### src/rtl/mem_port_sequencer.sv
// Shared single-port data-memory sequencer for the gpp_calc core.
// Arbitrates fetch, load/store and stack requesters with fixed priority
// (stack > ls > fetch) plus a fetch anti-starvation override. Sequences
// multi-cycle reads and owns the stack pointer with depth checking.
module mem_port_sequencer #(
  parameter int unsigned     AW          = 16,
  parameter int unsigned     DW          = 16,
  parameter int unsigned     MEM_LAT     = 1,
  parameter logic [AW-1:0]   STACK_BASE  = 16'hFFFF,
  parameter int unsigned     STACK_DEPTH = 64,
  parameter int unsigned     STARVE_LIM  = 4
) (
  input  logic          clk_i,
  input  logic          rst_ni,
  // Instruction fetch
  input  logic          if_req_i,
  input  logic [AW-1:0] if_addr_i,
  output logic          if_gnt_o,
  output logic          if_rvalid_o,
  output logic [DW-1:0] if_rdata_o,
  // Load/store
  input  logic          ls_req_i,
  input  logic          ls_we_i,
  input  logic [AW-1:0] ls_addr_i,
  input  logic [DW-1:0] ls_wdata_i,
  output logic          ls_gnt_o,
  output logic          ls_rvalid_o,
  output logic [DW-1:0] ls_rdata_o,
  // Stack push/pop
  input  logic          stk_req_i,
  input  logic          stk_pop_i,
  input  logic [DW-1:0] stk_wdata_i,
  output logic          stk_gnt_o,
  output logic          stk_rvalid_o,
  output logic          stk_err_o,
  output logic [DW-1:0] stk_rdata_o,
  output logic [AW-1:0] sp_o,
  // Memory macro
  output logic          mem_en_o,
  output logic          mem_we_o,
  output logic [AW-1:0] mem_addr_o,
  output logic [DW-1:0] mem_wdata_o,
  input  logic [DW-1:0] mem_rdata_i
);

  localparam int unsigned     CntW     = 2;  // enough for MEM_LAT up to 4
  localparam int unsigned     StvW     = $clog2(STARVE_LIM + 1);
  localparam logic [CntW-1:0] LatLoad  = CntW'(MEM_LAT - 1);
  localparam logic [StvW-1:0] StvMax   = StvW'(STARVE_LIM);
  localparam logic [AW-1:0]   DepthMax = AW'(STACK_DEPTH);

  typedef enum logic [0:0] {StIdle, StBusy} state_e;
  typedef enum logic [1:0] {TagNone, TagIf, TagLs, TagStk} tag_e;

  state_e          state_q, state_d;
  tag_e            tag_q, tag_d;
  tag_e            win;
  logic            pend_q, pend_d;
  logic [CntW-1:0] cnt_q, cnt_d;
  logic [StvW-1:0] starve_q, starve_d;
  logic [AW-1:0]   sp_q, sp_d;
  logic [AW-1:0]   depth;
  logic            arb_open;
  logic            rd_grant;
  logic            rd_done;

  // Pick the winner; gated by reset so every grant drops as soon as reset asserts.
  always_comb begin
    arb_open = rst_ni && ((state_q == StIdle) || (cnt_q == '0));
    depth    = STACK_BASE - sp_q;
    win      = TagNone;
    if (arb_open) begin
      if (if_req_i && (starve_q == StvMax)) begin
        win = TagIf;
      end else if (stk_req_i) begin
        win = TagStk;
      end else if (ls_req_i) begin
        win = TagLs;
      end else if (if_req_i) begin
        win = TagIf;
      end
    end
  end

  // Drive grants and the memory port from the winner; stack errors grant but skip memory.
  always_comb begin
    if_gnt_o    = 1'b0;
    ls_gnt_o    = 1'b0;
    stk_gnt_o   = 1'b0;
    stk_err_o   = 1'b0;
    mem_en_o    = 1'b0;
    mem_we_o    = 1'b0;
    mem_addr_o  = '0;
    mem_wdata_o = '0;
    rd_grant    = 1'b0;
    sp_d        = sp_q;
    unique case (win)
      TagIf: begin
        if_gnt_o   = 1'b1;
        mem_en_o   = 1'b1;
        mem_addr_o = if_addr_i;
        rd_grant   = 1'b1;
      end
      TagLs: begin
        ls_gnt_o    = 1'b1;
        mem_en_o    = 1'b1;
        mem_we_o    = ls_we_i;
        mem_addr_o  = ls_addr_i;
        mem_wdata_o = ls_wdata_i;
        rd_grant    = ~ls_we_i;
      end
      TagStk: begin
        stk_gnt_o = 1'b1;
        if (stk_pop_i) begin
          if (depth == '0) begin
            stk_err_o = 1'b1;
          end else begin
            mem_en_o   = 1'b1;
            mem_addr_o = sp_q;
            rd_grant   = 1'b1;
            sp_d       = sp_q + AW'(1);
          end
        end else begin
          if (depth == DepthMax) begin
            stk_err_o = 1'b1;
          end else begin
            mem_en_o    = 1'b1;
            mem_we_o    = 1'b1;
            mem_addr_o  = sp_q - AW'(1);
            mem_wdata_o = stk_wdata_i;
            sp_d        = sp_q - AW'(1);
          end
        end
      end
      default: ;
    endcase
  end

  // Read tracking: pending flag plus latency down-counter; BUSY only when MEM_LAT > 1.
  always_comb begin
    state_d = state_q;
    tag_d   = tag_q;
    pend_d  = pend_q;
    cnt_d   = cnt_q;
    if (pend_q) begin
      if (cnt_q == '0) begin
        pend_d  = 1'b0;
        state_d = StIdle;
      end else begin
        cnt_d = cnt_q - CntW'(1);
      end
    end
    if (rd_grant) begin
      pend_d  = 1'b1;
      tag_d   = win;
      cnt_d   = LatLoad;
      state_d = (MEM_LAT > 1) ? StBusy : StIdle;
    end
  end

  // Starvation counter: counts arbitration losses while fetch is requesting.
  always_comb begin
    starve_d = starve_q;
    if (!if_req_i) begin
      starve_d = '0;
    end else if (arb_open) begin
      starve_d = (win == TagIf) ? '0 : starve_q + StvW'(1);
    end
  end

  // State registers.
  always_ff @(posedge clk_i or negedge rst_ni) begin
    if (!rst_ni) begin
      state_q  <= StIdle;
      tag_q    <= TagNone;
      pend_q   <= 1'b0;
      cnt_q    <= '0;
      starve_q <= '0;
      sp_q     <= STACK_BASE;
    end else begin
      state_q  <= state_d;
      tag_q    <= tag_d;
      pend_q   <= pend_d;
      cnt_q    <= cnt_d;
      starve_q <= starve_d;
      sp_q     <= sp_d;
    end
  end

  // Return read data to the requester whose read completes this cycle.
  always_comb begin
    rd_done      = pend_q && (cnt_q == '0);
    if_rvalid_o  = rd_done && (tag_q == TagIf);
    ls_rvalid_o  = rd_done && (tag_q == TagLs);
    stk_rvalid_o = rd_done && (tag_q == TagStk);
    if_rdata_o   = if_rvalid_o  ? mem_rdata_i : '0;
    ls_rdata_o   = ls_rvalid_o  ? mem_rdata_i : '0;
    stk_rdata_o  = stk_rvalid_o ? mem_rdata_i : '0;
    sp_o         = sp_q;
  end

endmodule

### config.mk
export PLATFORM = sky130hd
export DESIGN_NAME = mem_port_sequencer
export DESIGN_NICKNAME = d
export VERILOG_FILES = /design/src/rtl/mem_port_sequencer.sv
export SDC_FILE = /design/constraint.sdc
export NUM_CORES = 1
export LEC_CHECK = 0
export BUFFER_PORTS_ARGS = -buffer_cell sky130_fd_sc_hd__buf_2
export CORE_MARGIN = 10
export CORE_UTILIZATION = 35
export CTS_CLUSTER_DIAMETER = 40
export CTS_CLUSTER_SIZE = 10
export DETAILED_ROUTE_END_ITERATION = 8
export PLACE_DENSITY = 0.69
export SLEW_MARGIN = 20
export SYNTH_ARGS = -nofsm -noshare
export SYNTH_HDL_FRONTEND = slang
export SYNTH_SLANG_ARGS = --single-unit
### constraint.sdc
create_clock -name clk_i -period 4.3 [get_ports clk_i]
set_clock_uncertainty 0.1 [all_clocks]
set_input_delay 0.86 -clock clk_i [delete_from_list [all_inputs] [get_ports clk_i]]
set_output_delay 0.86 -clock clk_i [all_outputs]
set_load 0.005 [all_outputs]
Word level (Yosys, flattened, before mapping)
Cells that the tools add are included.
Word-level totals
  flip-flop bits (word level): 25
  bits in latches: 0
  memory bits (writable): 0
  bits in read-only memories: 0
  input bits: 87
  memories kept: 0
Cells by class
  $add $sub $neg: 5
  multipliers: 0
  divide/modulo/power cells: 0
  magnitude comparators: 0
  equality and inequality tests: 12
  shift-type cells: 0
  muxes and demuxes: 45
  bitwise logic cells: 2
  reductions and logical operators: 15
Operator list (count)
  $mux 16: 11
  $pmux 16 s3: 1
  $pmux 16 s2: 1
  $mux 1: 19
  $add 16x1->16 const B: 1
  $eq 16x7->1 const B: 1
  $logic_not 16->1: 1
  $sub 16x1->16 const B: 1
  $sub 16x16->16 const A: 1
  $mux 2: 7
  $mux 3: 3
  $eq 2x2->1 const B: 4
  $logic_and 1x1->1: 6
  $ne 2x2->1 const B: 3
  $eq 2x1->1 const B: 2
  $pmux 1 s2: 2
  $reduce_and 2->1: 2
  $reduce_bool 2->1: 2
  $add 3x1->3 const B: 1
  $eq 3x3->1 const B: 1
  $pmux 1 s3: 1
  $reduce_and 3->1: 1
  $logic_not 2->1: 1
  $ne 2x1->1 const B: 1
  other kinds (4): 5

Longest topological paths before layout
  depth after elaboration: 9
  gate-level depth with buffers: 12
  gate-level depth less buffers: 11

Least setup slack after synthesis
OpenSTA, ideal clock, no wires.
  path type: input -> output
  from: input port if_req_i
  to: output port mem_addr_o[10]
  arrival time: 2705 ps
  slack: 635 ps
  stages: 9
  path buffers: 1
  cells stage by stage: a21boi_0 > o21ai_0 > inv_1 > ha_1 > nand2_1 > clkbuf_1 > nor3_1 > a221oi_1 > a21oi_1
Between the ends
  longest elaborated chain between the ends: 7
RTL lines
  start: declaration: RTL line 16  | input logic if_req_i,
  $mux 1: RTL line 79  | end else if (if_req_i) begin
  $mux 2: RTL line 77  | end else if (ls_req_i) begin
  $mux 2: RTL line 75  | end else if (stk_req_i) begin
  $mux 2 (*): RTL line 73  | if (if_req_i && (starve_q == StvMax)) begin
  $mux 2 (*): RTL line 72  | if (arb_open) begin
  net win[0]: RTL line 57  | tag_e win;
  $eq 2x2->1 or $eq 2x1->1 (tied branches): RTL line 97  | unique case (win)
  $pmux 16 s3 (*): RTL line 97
  end: declaration: RTL line 41  | output logic [AW-1:0] mem_addr_o,
The timed path passes the listed nets; every way through them passes the cells marked *.

Final worst setup path
  from: register starve_q[0]
  to: output port mem_addr_o[6]
Between the ends
  longest elaborated chain between the ends: 6
RTL lines
  start: declaration: RTL line 60  | logic [StvW-1:0] starve_q, starve_d;
  start signal: assignment: RTL line 185  | starve_q <= starve_d;
  $eq 3x3->1 (*): RTL line 73
  $logic_and 1x1->1 (*): RTL line 73
  $mux 2 (*): RTL line 73
  $mux 2 (*): RTL line 72
  net win[0]: RTL line 57
  $eq 2x2->1 or $eq 2x1->1 (tied branches): RTL line 97
  $pmux 16 s3 (*): RTL line 97
Marked as above.

==> metrics <==
CP startpoint starve_q[0]; Clk Tree Root Cell clkbuf_8; initial DRC count between 400 and 500; Hold Vio Cnt, Final 0; Slew headroom 45.24%; design area roughly 0.0040 sq mm; Post-synth ARST share 100.0%; Syn Area/Cell between 7 and 8 sq um; Layout Utilization 49.25%; most common cell in the netlist and2_1; Sink Count 24; Leak Pwr 2.046 nW; Synth Flop Type dfstp_2; Die W 111.3 um; Max Slew Vio Count 0; n_diodes 0; data required time of the worst path ~3300 ps; P per Cell Area about 300 mW/mm^2; final setup violation count 0; Yosys cell types 62; remaining antenna violation count 0; WL per Instance 19.49 um; worst endpoint data arrival time between 2000 and 3000 ps; dominant cells by area after synthesis dfstp_2 14%, and2_1 11%, dfrtp_1 6.9%; reg-to-reg startpoint starve_q[0]; Final #Nets 654; post-synthesis net count approximately 480; measured slew at the worst slew-check pin 818.4 ps; router iterations before antenna repair 6; FILL cells between 800 and 900; Final Power 1.189 mW; top-area cell type share of the netlist area ~14%; cts bufs inserted 3; fraction of layout cells with a size suffix above 1 between 40% and 50%; Hold Path Class in2async; global-route wire length before repair about 20000 um; worst-skew pair later-pin latency 270 ps; maximum VDD drop 0.2765 mV; R2R depth 13; unrepaired setup endpoints after global routing no; top post-synthesis cells by count 49 x and2_1, 25 x nand2_1, 21 x clkbuf_1, 21 x nor3_1, 21 x o21ai_0; WHS 277.6 ps; Ys Warns 0; Post-DP HPWL around 11000 um; register-to-register setup slack 1310 ps; Final Cycle Share 91.61%; crit path capture type primary output; clock buffer depth 2; Syn Inst Count 382; register area share after synthesis 21.27%; CTS tree yes; post-synth top area cell dfstp_2; DR DRC count 0; Routed Wire Length 12880 um; DR vias/cell 5.554; Placed Area between 0.003 and 0.004 sq mm; Die H 111.3 um; Layout area overhead 37.99%; largest net degree at the start of global routing 27; CTS Hold Bufs 0; clock-pin transition on the worst setup and hold timing paths 90 ps; critical path type reg2out; Placeable Area between 0.008 and 0.009 sq mm; critical-path maximum fanout 12; total track usage between 10% and 20%; CP Launch Type register; H-tree levels 1; initial core utilization 35.69%; setup total negative slack 0 ps; CP endpoint mem_addr_o[6]; Port Buf Inserts 191; antenna violations before repair 0; status finished clean; min cycle time layout roughly 4000 ps; CTS resizes 0; DR vias 3671; #FFs+latches synth 24; Post-Syn Area 0.002918 sq mm; IO Pins 192; number of synthesized flops with an enable pin 0; Reg-to-Reg End sp_o[6]; RD Place Congestion 0.9191; Max Freq approximately 250 MHz; max-cap violations 0; # rows 33; die area 0.01239 sq mm; GRT overflow 0; Post-CTS Setup Bufs 0; vias in the first global route 3632
-- where the power goes --
part	internal (mW)	leakage (nW)	switching (mW)
Clock	0.0818	0.0288	0.0738
Combinational	0.275	1.75	0.297
Sequential	0.313	0.269	0.148
Total	0.670	2.05	0.519
-- per-layer routing --
layer  track usage (%)  vias up  wire length [um]  share of wire, %
met5                 0        -                 0                 0
met1             24.15     1706              5413                42
met3             5.141       17              1072               8.3
li1                  -     1760                 -                 -
met4             3.513        0               196               1.5
met2             31.97      188              6197                48
-- worst min-delay path by stage --
stage	startpoint	end	slack, ps	depth (start not counted)
after CTS	rst_ni	starve_q[2]	270	1
after floorplan	tag_q[1]	tag_q[1]	400	2
after detailed placement	tag_q[1]	tag_q[1]	450	2
after global routing	rst_ni	starve_q[2]	270	1
after global placement	tag_q[1]	tag_q[1]	430	2
final	rst_ni	starve_q[2]	280	1
-- critical path, stage by stage (launching register included) --
cell and delay, ps:
dfrtp_1 410, inv_1 90, ha_1 180, nand2_1 60, a21boi_0 160, o21ai_0 120
inv_1 150, ha_1 200, buf_4 150, nand2_1 160, buf_4 230, nor4b_1 430
a221oi_1 100, a21oi_1 140, buf_2 140
-- cell usage in the layout (no fill, tap or decap), drive strengths merged, types with 13 or more instances in the layout --
cell | synthesis | layout
and2 | 49 | 49
nand3 | 14 | 14
nand2 | 25 | 25
o21ai | 21 | 21
nor4 | 13 | 13
a22o | 16 | 16
a21oi | 18 | 18
nor2 | 21 | 21
nor3 | 21 | 21
buf | 17 | 208
dfstp | 16 | 16
xnor2 | 14 | 14
-- sequential cells by signal, indices dropped and copies added, names as in the netlist --
register,cells
sp_o,16
pend_q,1
tag_q,2
cnt_q,2
starve_q,3
-- through the flow --
step / std cells / setup slack, ps
floorplan: 382 / 634.6
global placement: 657 / 205.2
detailed placement: 657 / 92.20
CTS: 661 / 23.96
global route: 661 / 95.27
finish: 661 / 360.7
-- kinds of logic after synthesis --
| family | after synthesis | synth area share (%) |
|---|---|---|
| adder cells (fa/ha/maj) | 10 | 4.288 |
| multiplexers | 5 | 1.801 |
| flip-flops | 24 | 21.27 |
| XOR/XNOR | 15 | 4.503 |
| AND/OR/NAND/NOR | 178 | 36.41 |
| buffers and inverters | 51 | 7.290 |
| AO/OA/AOI/OAI | 99 | 24.44 |
-- cell type report --
class	count	area [sq um]	area share (%)
Multi-Input combinational cell	307	2087	51.83
Timing Repair Buffer	208	1084	26.91
Sequential cell	24	620.6	15.41
Tap cell	105	131.4	3.263
Clock buffer	4	55.05	1.367
Inverter	13	48.80	1.212
(Power assumes the default switching activity.)
